$ cat src/rtl/pipe_ctrl_if.sv
// rtl/pipe_ctrl_if.sv - pipeline controller signal bundle (predictor, decode, execute, memory, controls)
interface pipe_ctrl_if;
    logic        jump_taken_predict;
    logic [29:0] jump_target_predict;
    logic        imem_ready;
    logic        dmem_ready;
    logic        id_valid;
    logic        id_uncond_jump;
    logic [31:0] uncond_jump_addr_id;
    logic [31:0] cond_jump_addr_id;
    logic [4:0]  id_rs;
    logic [4:0]  id_rt;
    logic        id_uses_rt;
    logic        id_md_start;
    logic        ex_valid;
    logic        ex_cond_branch;
    logic        ex_branch_taken;
    logic        ex_load;
    logic        ex_mem_op;
    logic [4:0]  ex_rd;
    logic        stall_pc;
    logic        stall_if_id;
    logic        flush_if_id;
    logic        flush_id_ex;
    logic        uncond_jump_predict_fail_id;
    logic        cond_jump_predict_fail_ex;
    logic        cond_jump_taken_ex;
    logic        md_busy;
    logic        bp_update_valid;
    logic        bp_update_taken;

    modport master (
        output jump_taken_predict, jump_target_predict, imem_ready, dmem_ready,
               id_valid, id_uncond_jump, uncond_jump_addr_id, cond_jump_addr_id,
               id_rs, id_rt, id_uses_rt, id_md_start, ex_valid, ex_cond_branch,
               ex_branch_taken, ex_load, ex_mem_op, ex_rd,
        input  stall_pc, stall_if_id, flush_if_id, flush_id_ex,
               uncond_jump_predict_fail_id, cond_jump_predict_fail_ex,
               cond_jump_taken_ex, md_busy, bp_update_valid, bp_update_taken
    );

    modport slave (
        input  jump_taken_predict, jump_target_predict, imem_ready, dmem_ready,
               id_valid, id_uncond_jump, uncond_jump_addr_id, cond_jump_addr_id,
               id_rs, id_rt, id_uses_rt, id_md_start, ex_valid, ex_cond_branch,
               ex_branch_taken, ex_load, ex_mem_op, ex_rd,
        output stall_pc, stall_if_id, flush_if_id, flush_id_ex,
               uncond_jump_predict_fail_id, cond_jump_predict_fail_ex,
               cond_jump_taken_ex, md_busy, bp_update_valid, bp_update_taken
    );
endinterface

$ cat src/rtl/pipe_ctrl.sv
// rtl/pipe_ctrl.sv - stall/flush/redirect controller with mul/div FSM; optional PIPE_CTRL_PERF_EN counters
module pipe_ctrl #(
    parameter int MD_LAT = 32
) (
    input  logic        clk,
    input  logic        rst,
    pipe_ctrl_if.slave  bus
`ifdef PIPE_CTRL_PERF_EN
    ,
    output logic [31:0] perf_mispredict,
    output logic [31:0] perf_stall
`endif
);
    typedef enum logic [1:0] {MD_IDLE, MD_BUSY, MD_DONE} md_state_t;

    localparam logic [7:0] MD_LOAD = 8'(MD_LAT - 1);

    md_state_t   md_state, md_next;
    logic [7:0]  md_cnt, md_cnt_next;

    logic        pred_taken_id, pred_taken_ex;
    logic [29:0] pred_target_id, pred_target_ex;
    logic [31:0] cond_addr_ex;

    logic md_busy_c, freeze, ex_fail, id_fail_raw, id_fail, load_use, id_ex_adv;
    logic ex_cti, id_cti_upd;
    logic stall_pc_c, stall_if_id_c, flush_if_id_c, flush_id_ex_c;
    logic bp_valid_c, bp_taken_c;

    assign md_busy_c = (md_state == MD_BUSY) & ~rst;
    assign freeze    = ~bus.imem_ready | (bus.ex_mem_op & ~bus.dmem_ready)
                     | (md_busy_c & bus.id_md_start);

    // A non-branch in EX that was predicted taken is a false BTB hit and must redirect too
    assign ex_fail = bus.ex_valid &
                     ((bus.ex_cond_branch &
                       ((bus.ex_branch_taken != pred_taken_ex) |
                        (bus.ex_branch_taken & (pred_target_ex != cond_addr_ex[31:2])))) |
                      (~bus.ex_cond_branch & pred_taken_ex));

    assign id_fail_raw = bus.id_valid & bus.id_uncond_jump &
                         (~pred_taken_id | (pred_target_id != bus.uncond_jump_addr_id[31:2]));
    assign id_fail     = id_fail_raw & ~ex_fail;

    assign load_use = bus.ex_valid & bus.ex_load & (bus.ex_rd != 5'd0) & bus.id_valid &
                      ((bus.ex_rd == bus.id_rs) | (bus.id_uses_rt & (bus.ex_rd == bus.id_rt))) &
                      ~(ex_fail | id_fail);

    // A stalled ID jump would otherwise train the predictor twice
    assign ex_cti     = bus.ex_valid & bus.ex_cond_branch;
    assign id_cti_upd = bus.id_valid & bus.id_uncond_jump & ~ex_fail & ~load_use;

    always_comb begin
        stall_pc_c    = 1'b0;
        stall_if_id_c = 1'b0;
        flush_if_id_c = 1'b0;
        flush_id_ex_c = 1'b0;
        bp_valid_c    = 1'b0;
        bp_taken_c    = 1'b0;
        if (rst) begin
            stall_pc_c    = 1'b1;
            stall_if_id_c = 1'b1;
            flush_if_id_c = 1'b1;
        end else if (freeze) begin
            stall_pc_c    = 1'b1;
            stall_if_id_c = 1'b1;
        end else begin
            stall_pc_c    = load_use;
            stall_if_id_c = load_use;
            flush_if_id_c = ex_fail | id_fail;
            flush_id_ex_c = ex_fail | load_use;
            bp_valid_c    = ex_cti | id_cti_upd;
            bp_taken_c    = ex_cti ? bus.ex_branch_taken : id_cti_upd;
        end
    end

    assign id_ex_adv = ~freeze & ~flush_id_ex_c;

    assign bus.stall_pc                    = stall_pc_c;
    assign bus.stall_if_id                 = stall_if_id_c;
    assign bus.flush_if_id                 = flush_if_id_c;
    assign bus.flush_id_ex                 = flush_id_ex_c;
    assign bus.uncond_jump_predict_fail_id = id_fail & ~rst;
    assign bus.cond_jump_predict_fail_ex   = ex_fail & ~rst;
    assign bus.cond_jump_taken_ex          = ex_cti & bus.ex_branch_taken & ~rst;
    assign bus.md_busy                     = md_busy_c;
    assign bus.bp_update_valid             = bp_valid_c;
    assign bus.bp_update_taken             = bp_taken_c;

    always_ff @(posedge clk) begin
        if (rst) begin
            pred_taken_id  <= 1'b0;
            pred_target_id <= '0;
        end else if (flush_if_id_c) begin
            pred_taken_id  <= 1'b0;
            pred_target_id <= '0;
        end else if (!stall_if_id_c) begin
            pred_taken_id  <= bus.jump_taken_predict;
            pred_target_id <= bus.jump_target_predict;
        end
    end

    always_ff @(posedge clk) begin
        if (rst || flush_id_ex_c) begin
            pred_taken_ex  <= 1'b0;
            pred_target_ex <= '0;
            cond_addr_ex   <= '0;
        end else if (!freeze) begin
            pred_taken_ex  <= pred_taken_id;
            pred_target_ex <= pred_target_id;
            cond_addr_ex   <= bus.cond_jump_addr_id;
        end
    end

    // The counter runs through freezes; only the issuing side is held
    always_ff @(posedge clk) begin
        if (rst) begin
            md_state <= MD_IDLE;
            md_cnt   <= '0;
        end else begin
            md_state <= md_next;
            md_cnt   <= md_cnt_next;
        end
    end

    always_comb begin
        md_next     = md_state;
        md_cnt_next = md_cnt;
        case (md_state)
            MD_IDLE: begin
                if (bus.id_md_start && id_ex_adv) begin
                    md_next     = MD_BUSY;
                    md_cnt_next = MD_LOAD;
                end
            end
            MD_BUSY: begin
                if (md_cnt == 8'd0) md_next = MD_DONE;
                else                md_cnt_next = md_cnt - 8'd1;
            end
            MD_DONE: md_next = MD_IDLE;
            default: md_next = MD_IDLE;
        endcase
    end

`ifdef PIPE_CTRL_PERF_EN
    always_ff @(posedge clk) begin
        if (rst) begin
            perf_mispredict <= '0;
            perf_stall      <= '0;
        end else begin
            if (!freeze && (ex_fail || id_fail)) perf_mispredict <= perf_mispredict + 32'd1;
            if (stall_pc_c)                      perf_stall      <= perf_stall + 32'd1;
        end
    end
`endif
endmodule

$ cat src/flat_wrapper.sv
// flat-port wrapper written by rule: the top's interface ports become plain ports
module pipe_ctrl_flat 
#(
    parameter int MD_LAT = 32
)
  (clk, rst, bus_jump_taken_predict, bus_jump_target_predict, bus_imem_ready, bus_dmem_ready, bus_id_valid, bus_id_uncond_jump, bus_uncond_jump_addr_id, bus_cond_jump_addr_id, bus_id_rs, bus_id_rt, bus_id_uses_rt, bus_id_md_start, bus_ex_valid, bus_ex_cond_branch, bus_ex_branch_taken, bus_ex_load, bus_ex_mem_op, bus_ex_rd, bus_stall_pc, bus_stall_if_id, bus_flush_if_id, bus_flush_id_ex, bus_uncond_jump_predict_fail_id, bus_cond_jump_predict_fail_ex, bus_cond_jump_taken_ex, bus_md_busy, bus_bp_update_valid, bus_bp_update_taken);
  pipe_ctrl_if bus_i ();
  input  logic clk;
  input  logic rst;
  input wire logic [$bits(bus_i.jump_taken_predict)-1:0] bus_jump_taken_predict;
  input wire logic [$bits(bus_i.jump_target_predict)-1:0] bus_jump_target_predict;
  input wire logic [$bits(bus_i.imem_ready)-1:0] bus_imem_ready;
  input wire logic [$bits(bus_i.dmem_ready)-1:0] bus_dmem_ready;
  input wire logic [$bits(bus_i.id_valid)-1:0] bus_id_valid;
  input wire logic [$bits(bus_i.id_uncond_jump)-1:0] bus_id_uncond_jump;
  input wire logic [$bits(bus_i.uncond_jump_addr_id)-1:0] bus_uncond_jump_addr_id;
  input wire logic [$bits(bus_i.cond_jump_addr_id)-1:0] bus_cond_jump_addr_id;
  input wire logic [$bits(bus_i.id_rs)-1:0] bus_id_rs;
  input wire logic [$bits(bus_i.id_rt)-1:0] bus_id_rt;
  input wire logic [$bits(bus_i.id_uses_rt)-1:0] bus_id_uses_rt;
  input wire logic [$bits(bus_i.id_md_start)-1:0] bus_id_md_start;
  input wire logic [$bits(bus_i.ex_valid)-1:0] bus_ex_valid;
  input wire logic [$bits(bus_i.ex_cond_branch)-1:0] bus_ex_cond_branch;
  input wire logic [$bits(bus_i.ex_branch_taken)-1:0] bus_ex_branch_taken;
  input wire logic [$bits(bus_i.ex_load)-1:0] bus_ex_load;
  input wire logic [$bits(bus_i.ex_mem_op)-1:0] bus_ex_mem_op;
  input wire logic [$bits(bus_i.ex_rd)-1:0] bus_ex_rd;
  output wire logic [$bits(bus_i.stall_pc)-1:0] bus_stall_pc;
  output wire logic [$bits(bus_i.stall_if_id)-1:0] bus_stall_if_id;
  output wire logic [$bits(bus_i.flush_if_id)-1:0] bus_flush_if_id;
  output wire logic [$bits(bus_i.flush_id_ex)-1:0] bus_flush_id_ex;
  output wire logic [$bits(bus_i.uncond_jump_predict_fail_id)-1:0] bus_uncond_jump_predict_fail_id;
  output wire logic [$bits(bus_i.cond_jump_predict_fail_ex)-1:0] bus_cond_jump_predict_fail_ex;
  output wire logic [$bits(bus_i.cond_jump_taken_ex)-1:0] bus_cond_jump_taken_ex;
  output wire logic [$bits(bus_i.md_busy)-1:0] bus_md_busy;
  output wire logic [$bits(bus_i.bp_update_valid)-1:0] bus_bp_update_valid;
  output wire logic [$bits(bus_i.bp_update_taken)-1:0] bus_bp_update_taken;
  assign bus_i.jump_taken_predict = bus_jump_taken_predict;
  assign bus_i.jump_target_predict = bus_jump_target_predict;
  assign bus_i.imem_ready = bus_imem_ready;
  assign bus_i.dmem_ready = bus_dmem_ready;
  assign bus_i.id_valid = bus_id_valid;
  assign bus_i.id_uncond_jump = bus_id_uncond_jump;
  assign bus_i.uncond_jump_addr_id = bus_uncond_jump_addr_id;
  assign bus_i.cond_jump_addr_id = bus_cond_jump_addr_id;
  assign bus_i.id_rs = bus_id_rs;
  assign bus_i.id_rt = bus_id_rt;
  assign bus_i.id_uses_rt = bus_id_uses_rt;
  assign bus_i.id_md_start = bus_id_md_start;
  assign bus_i.ex_valid = bus_ex_valid;
  assign bus_i.ex_cond_branch = bus_ex_cond_branch;
  assign bus_i.ex_branch_taken = bus_ex_branch_taken;
  assign bus_i.ex_load = bus_ex_load;
  assign bus_i.ex_mem_op = bus_ex_mem_op;
  assign bus_i.ex_rd = bus_ex_rd;
  assign bus_stall_pc = bus_i.stall_pc;
  assign bus_stall_if_id = bus_i.stall_if_id;
  assign bus_flush_if_id = bus_i.flush_if_id;
  assign bus_flush_id_ex = bus_i.flush_id_ex;
  assign bus_uncond_jump_predict_fail_id = bus_i.uncond_jump_predict_fail_id;
  assign bus_cond_jump_predict_fail_ex = bus_i.cond_jump_predict_fail_ex;
  assign bus_cond_jump_taken_ex = bus_i.cond_jump_taken_ex;
  assign bus_md_busy = bus_i.md_busy;
  assign bus_bp_update_valid = bus_i.bp_update_valid;
  assign bus_bp_update_taken = bus_i.bp_update_taken;
  pipe_ctrl #(.MD_LAT(MD_LAT)) u_core (.clk(clk), .rst(rst), .bus(bus_i));
endmodule
$ cat config.mk
export PLATFORM = sky130hd
export DESIGN_NAME = pipe_ctrl_flat
export DESIGN_NICKNAME = d
export VERILOG_FILES = /design/src/rtl/pipe_ctrl_if.sv /design/src/rtl/pipe_ctrl.sv /design/src/flat_wrapper.sv
export SDC_FILE = /design/constraint.sdc
export NUM_CORES = 1
export LEC_CHECK = 0
export ABC_AREA = 1
export CORE_MARGIN = 5
export CORE_UTILIZATION = 35
export DETAILED_ROUTE_END_ITERATION = 10
export GPL_TIMING_DRIVEN = 0
export RECOVER_POWER = 100
export SYNTH_ARGS = -nofsm -noshare
export SYNTH_HDL_FRONTEND = slang
export SYNTH_SLANG_ARGS = --single-unit
$ cat constraint.sdc
create_clock -name clk -period 2 [get_ports clk]
set_clock_uncertainty 0.15 [all_clocks]
set_input_delay 0.4 -clock clk [delete_from_list [all_inputs] [get_ports clk]]
set_output_delay 0.4 -clock clk [all_outputs]
set_load 0.02 [all_outputs]
# == Word level (Yosys, flattened, before mapping) ==
# Index checks and enable logic that the tools add are counted.
# op_classes
add_sub_neg,1
muxes,17
bitwise_logic,43
eq_ne,9
reduce_logical,9
# ops
op,count
!= test 30 bit,2
bitwise AND 1 bit,24
two-way mux 8 bit,2
case mux 8 bit (2 select lines),1
two-way mux 1 bit,11
equality test 5 bit,2
inverter 1 bit,10
OR 1 bit,9
logical NOT 8 bit,1
"subtractor 8 x 1 -> 8 bit, second input constant",1
nonzero test 5 bit,1
two-way mux 2 bit,2
"!= test 2 bit, second input constant",2
case mux 2 bit (2 select lines),1
AND reduction 3 bit,1
"equality test 2 x 1 -> 1 bit, second input constant",1
logical NOT 2 bit,1
"!= test 2 x 1 -> 1 bit, second input constant",1
AND reduction 2 bit,1
nonzero test 2 bit,1
OR reduction 2 bit,1
logical AND 1 bit,1
logical OR 1 bit,1
!= test 1 bit,1
# word_totals
in_bits,123
register_bits,104
elab_cells,86
out_inout_bits,10

# == Logic depth before layout (Yosys ltp) ==
# logic_depth
ltp_word,19
ltp_mapped,16
mapped_depth_nobuf,15

# == Worst setup path after synthesis ==
# OpenSTA, ideal clock, no wires.
# synth_timing
kind,register -> output
from,register u_core.md_state[0]
to,output port bus_stall_pc
t_arrival_ps,1590
setup_slack_ps,-140
required_time_ps,1450
path_stages_with_launch,11
path_cell_list,dfxtp_1 inv_2 nor2_4 inv_2 nor2_2 nand2_1 nand2_4 nor2_2 nand2_2 buf_4 buf_4
# synth_between
elab_chain_len,6
# synth_lines
item,line,source
"start, declared",pipe_ctrl.sv:18,"md_state_t md_state, md_next;"
"start signal, assigned",pipe_ctrl.sv:121,md_state <= md_next;
equality test 2 x 1 -> 1 bit,pipe_ctrl.sv:30,assign md_busy_c = (md_state == MD_BUSY) & ~rst;
bitwise AND 1 bit,pipe_ctrl.sv:30,
named net bus_md_busy,flat_wrapper.sv:35,output wire logic [$bits(bus_i.md_busy)-1:0] bus_md_busy;
bitwise AND 1 bit,pipe_ctrl.sv:32,| (md_busy_c & bus.id_md_start);
OR 1 bit,pipe_ctrl.sv:32,
two-way mux 1 bit (2 in a row),--,
"end, declared",flat_wrapper.sv:28,output wire logic [$bits(bus_i.stall_pc)-1:0] bus_stall_pc;
# The timed path passes the listed nets, and every way through them passes these cells.

# == Worst setup path after layout ==
# layout_timing
from,input port bus_dmem_ready
to,output port bus_stall_pc
# layout_between
elab_chain_len,6
# layout_lines
item,line,source
"start, declared",flat_wrapper.sv:13,input wire logic [$bits(bus_i.dmem_ready)-1:0] bus_dmem_ready;
inverter 1 bit,pipe_ctrl.sv:31,assign freeze = ~bus.imem_ready | (bus.ex_mem_op & ~bus.dmem_ready)
bitwise AND 1 bit,pipe_ctrl.sv:31,
OR 1 bit,pipe_ctrl.sv:31,
OR 1 bit,pipe_ctrl.sv:32,
two-way mux 1 bit,pipe_ctrl.sv:64,end else if (freeze) begin
two-way mux 1 bit,pipe_ctrl.sv:60,if (rst) begin
# No other way between the ends.

==> reports/summary.json <==
{
  "regArea_um2": 2130,
  "layout_common_cells": "sky130_fd_sc_hd__nand2_1 (244), sky130_fd_sc_hd__nor2_1 (110), sky130_fd_sc_hd__clkdlybuf4s50_1 (83)",
  "slew-limit-headroom": 0.556,
  "p_sw_frac": 0.286,
  "avgSynthCellArea_um2": 6.52,
  "dieArea_um2": 17400,
  "post-route-cell-area_um2": 8000,
  "dpl_cell_area_um2": 6740,
  "cp.buffers_inverters": 5,
  "grt_pass1_vias": 4964,
  "grt_antenna_before_repair": 0,
  "fraction_of_final_layout_cells_sized_beyond_drive_strength_1": 0.264,
  "unrepaired_setup_endpoints_after_global_routing": "yes",
  "failed_checks": "negative setup slack",
  "power_mw": 5.20,
  "path_max_fanout": 10,
  "drt-initial-drc-count": 257,
  "clockPowerShare": 0.339,
  "mappedNetlistArea_um2": 5210,
  "max-clock-path-buffers": 2,
  "outcome": "complete, but fails checks",
  "final_nets": 1102,
  "multi_input_area_um2": 3090,
  "grt_max_degree": 17,
  "cts_stage_hold_buffer_count": 0,
  "tightestPinTransition_ns": 0.666,
  "finalWeightedCongestion": 0.867,
  "seq_power_share": 0.433,
  "row_count": 44,
  "count_of_final_max_slew_check_failures": 0,
  "ctsRootBufferMaster": "sky130_fd_sc_hd__clkbuf_16",
  "synth_fp_nets": 924,
  "placedCellCount": 1111,
  "worstSkewPairLatency_ns": 0.35,
  "hpwl_mm": 11.5,
  "drcViolationCount": 0,
  "placement.io_buffers": 128,
  "critical_path.endpoint_type": "output port",
  "synthDistinctLibCells": 34,
  "synth_async_sr_flop_share": 0,
  "synth_enable_flop_cells": 0,
  "vias": 5364,
  "ir_drop_uv": 394,
  "grt_pass1_wl_mm": 24.8,
  "crit_path_start_kind": "primary input",
  "crit_cells": 9,
  "finalCriticalPeriod_ns": 2.66,
  "layout.cells.most_common": "sky130_fd_sc_hd__nand2_1",
  "synthToLayoutAreaGrowth_pct": 53.6,
  "nFillCells": 1372,
  "drt_pass1_iterations": 4,
  "grt.overflow.total": 0,
  "power.static_leakage_nw": 3.32,
  "via_per_inst": 4.61,
  "worst_path_largest_cell_delay_ns": 0.45,
  "grt.total_usage": 0.174,
  "r2r_cells": 21,
  "internal_power_mw": 3.71,
  "holdPathStages": 2,
  "avgRoutedWirePerCell_um": 13.6,
  "synthesis.yosys.warnings": 0,
  "finish.cell_count_without_fillers": 1164,
  "clock_tree.htree_level_count": 3,
  "floorplan.initialDensity": 0.357,
  "tritoncts": "built",
  "yosysSeqAreaShare": 0.392,
  "report.final.setup_viol": 109,
  "critical_path_class": "in2out",
  "timing.critical_path.required_ns": 1.45,
  "insertedDiodeCount": 0,
  "max_cap_violations": 0,
  "synth-main-ff-cell": "sky130_fd_sc_hd__dfxtp_1",
  "hold_viol": 0,
  "fmax_mhz": 376,
  "clkTransAtPathRegs_ns": 0.07,
  "cp_cell_sequence": "clkdlybuf4s50_1, inv_1, a21boi_1, nand2_4, nor2_2, nand2_4, buf_6, buf_4, buf_4",
  "floorplan.io_pins": 133,
  "core_area_um2": 14600,
  "cts_made_buffers": 9,
  "pwr_density_cell_nw_per_um2": 649,
  "combPwrFrac": 0.228,
  "hold_path.class": "reg2reg",
  "worst-endpoint-arrival_ns": 2.11,
  "postSynthRegisterBits": 102,
  "final_min_period_over_clock_period": 1.33,
  "dieWidth_um": 132,
  "post_layout_worst_setup_margin_ns": -0.662,
  "detail_route.wirelength_mm": 15.8,
  "cts_num_sinks": 102,
  "worst_path_dominant_cell_family": "buffers and inverters",
  "die_h_um": 132,
  "synthesis.instances": 799,
  "antenna_left": 0,
  "power.net_switching_mw": 1.49,
  "crit_slowest_cell": "sky130_fd_sc_hd__clkdlybuf4s50_1"
}
synth_stat cells, types with 2 or more instances:
| cell type | number | share of area |
|---|---|---|
| sky130_fd_sc_hd__inv_1 | 81 | 0.058 |
| sky130_fd_sc_hd__o21ai_1 | 24 | 0.023 |
| sky130_fd_sc_hd__buf_4 | 6 | 0.0086 |
| sky130_fd_sc_hd__clkinv_1 | 3 | 0.0022 |
| sky130_fd_sc_hd__nor3_1 | 3 | 0.0029 |
| sky130_fd_sc_hd__clkbuf_4 | 2 | 0.0029 |
| sky130_fd_sc_hd__clkbuf_1 | 13 | 0.0094 |
| sky130_fd_sc_hd__buf_6 | 8 | 0.017 |
| sky130_fd_sc_hd__inv_2 | 5 | 0.0036 |
| sky130_fd_sc_hd__ha_1 | 2 | 0.0048 |
| sky130_fd_sc_hd__nor2_2 | 4 | 0.0048 |
| sky130_fd_sc_hd__nor2_1 | 120 | 0.086 |
| sky130_fd_sc_hd__or2_0 | 3 | 0.0036 |
| sky130_fd_sc_hd__o21ai_0 | 17 | 0.016 |
| sky130_fd_sc_hd__nand2_2 | 6 | 0.0072 |
| sky130_fd_sc_hd__nand2_4 | 2 | 0.0043 |
| sky130_fd_sc_hd__dfxtp_1 | 102 | 0.39 |
| sky130_fd_sc_hd__nand2_1 | 256 | 0.18 |
| sky130_fd_sc_hd__xor2_1 | 9 | 0.015 |
| sky130_fd_sc_hd__or2_2 | 6 | 0.0072 |
| sky130_fd_sc_hd__nand4_1 | 7 | 0.0084 |
| sky130_fd_sc_hd__nand3_1 | 23 | 0.022 |
| sky130_fd_sc_hd__a21oi_1 | 69 | 0.066 |
| sky130_fd_sc_hd__xnor2_1 | 18 | 0.030 |
logic make-up after synthesis:
logic type | Yosys count | synth area share
fa+ha+maj | 2 | 0.00480
simple gates | 435 | 0.341
buf+inv | 119 | 0.104
compound gates | 114 | 0.113
xor+xnor | 27 | 0.0454
flops | 102 | 0.392
path summary, 6_finish.rpt:
| check | startpoint | endpoint | slack [ns] |
|---|---|---|---|
| setup / recovery | bus_dmem_ready | bus_stall_pc | -0.66 |
| hold / removal | u_core.cond_addr_ex[28]$_SDFFE_PP0N_ | u_core.cond_addr_ex[28]$_SDFFE_PP0N_ | 0.32 |
| setup reg to reg | u_core.pred_target_id[23]$_SDFFE_PP0N_ | u_core.pred_target_id[25]$_SDFFE_PP0N_ | -0.54 |
| hold reg to reg | u_core.cond_addr_ex[28]$_SDFFE_PP0N_ | u_core.cond_addr_ex[28]$_SDFFE_PP0N_ | 0.32 |
per-layer routing:
layer  track usage  vias up  part of all wire
met2         0.273      136              0.44
met4        0.0417        0             0.012
met5             0        -                 0
li1              -     2832                 -
met1         0.238     2383              0.49
met3        0.0485       13             0.056
cell type report:
class,count,area share
multi-input combinational,579,0.386
clock inverter,5,0.00751
tap,184,0.0288
clock buffer,9,0.0281
timing repair buffer,167,0.212
buffer,28,0.0292
inverter,90,0.0428
sequential,102,0.266
flip-flops by register name, summed over array words and instances (netlist names):
name / flops
u_core.pred_target_id: 30
u_core.md_state: 2
u_core.pred_taken_id: 1
u_core.pred_taken_ex: 1
u_core.pred_target_ex: 30
u_core.cond_addr_ex: 30
u_core.md_cnt: 8
stage by stage:
stage	util	worst slack [ns]	hold WS (ns)	setup TNS [ns]
after floorplan	-	-0.0279	0.288	-0.0279
after global placement	0.462	-1.50	0.301	-85.22
after detailed placement	0.462	-1.49	0.305	-85.84
after CTS	0.512	-0.691	0.314	-37.32
after global routing	0.548	-0.795	0.336	-46.28
final	0.548	-0.662	0.317	-30.72
tightest hold or removal path, stage by stage (launching register included):
cell and delay (ns):
sky130_fd_sc_hd__dfxtp_2 0.32, sky130_fd_sc_hd__nand2_1 0.07, sky130_fd_sc_hd__a21oi_2 0.05
timing repair:
item,CTS,global route
pin swaps,30,39
gates cloned,2,7
setup buffers,27,11
resized for setup,168,135
endpoints found under the setup margin,111,111
power by group through the flow:
stage	Combinational (mW)	Sequential, mW	Clock [mW]
after global placement	0.959	2.29	0
after detailed placement	0.967	2.29	0
after global routing	1.31	2.26	1.88
after floorplan	0.570	2.25	0
final	1.19	2.25	1.76
after CTS	1.06	2.24	1.80
No activity file was read; power rests on OpenSTA's default activity.
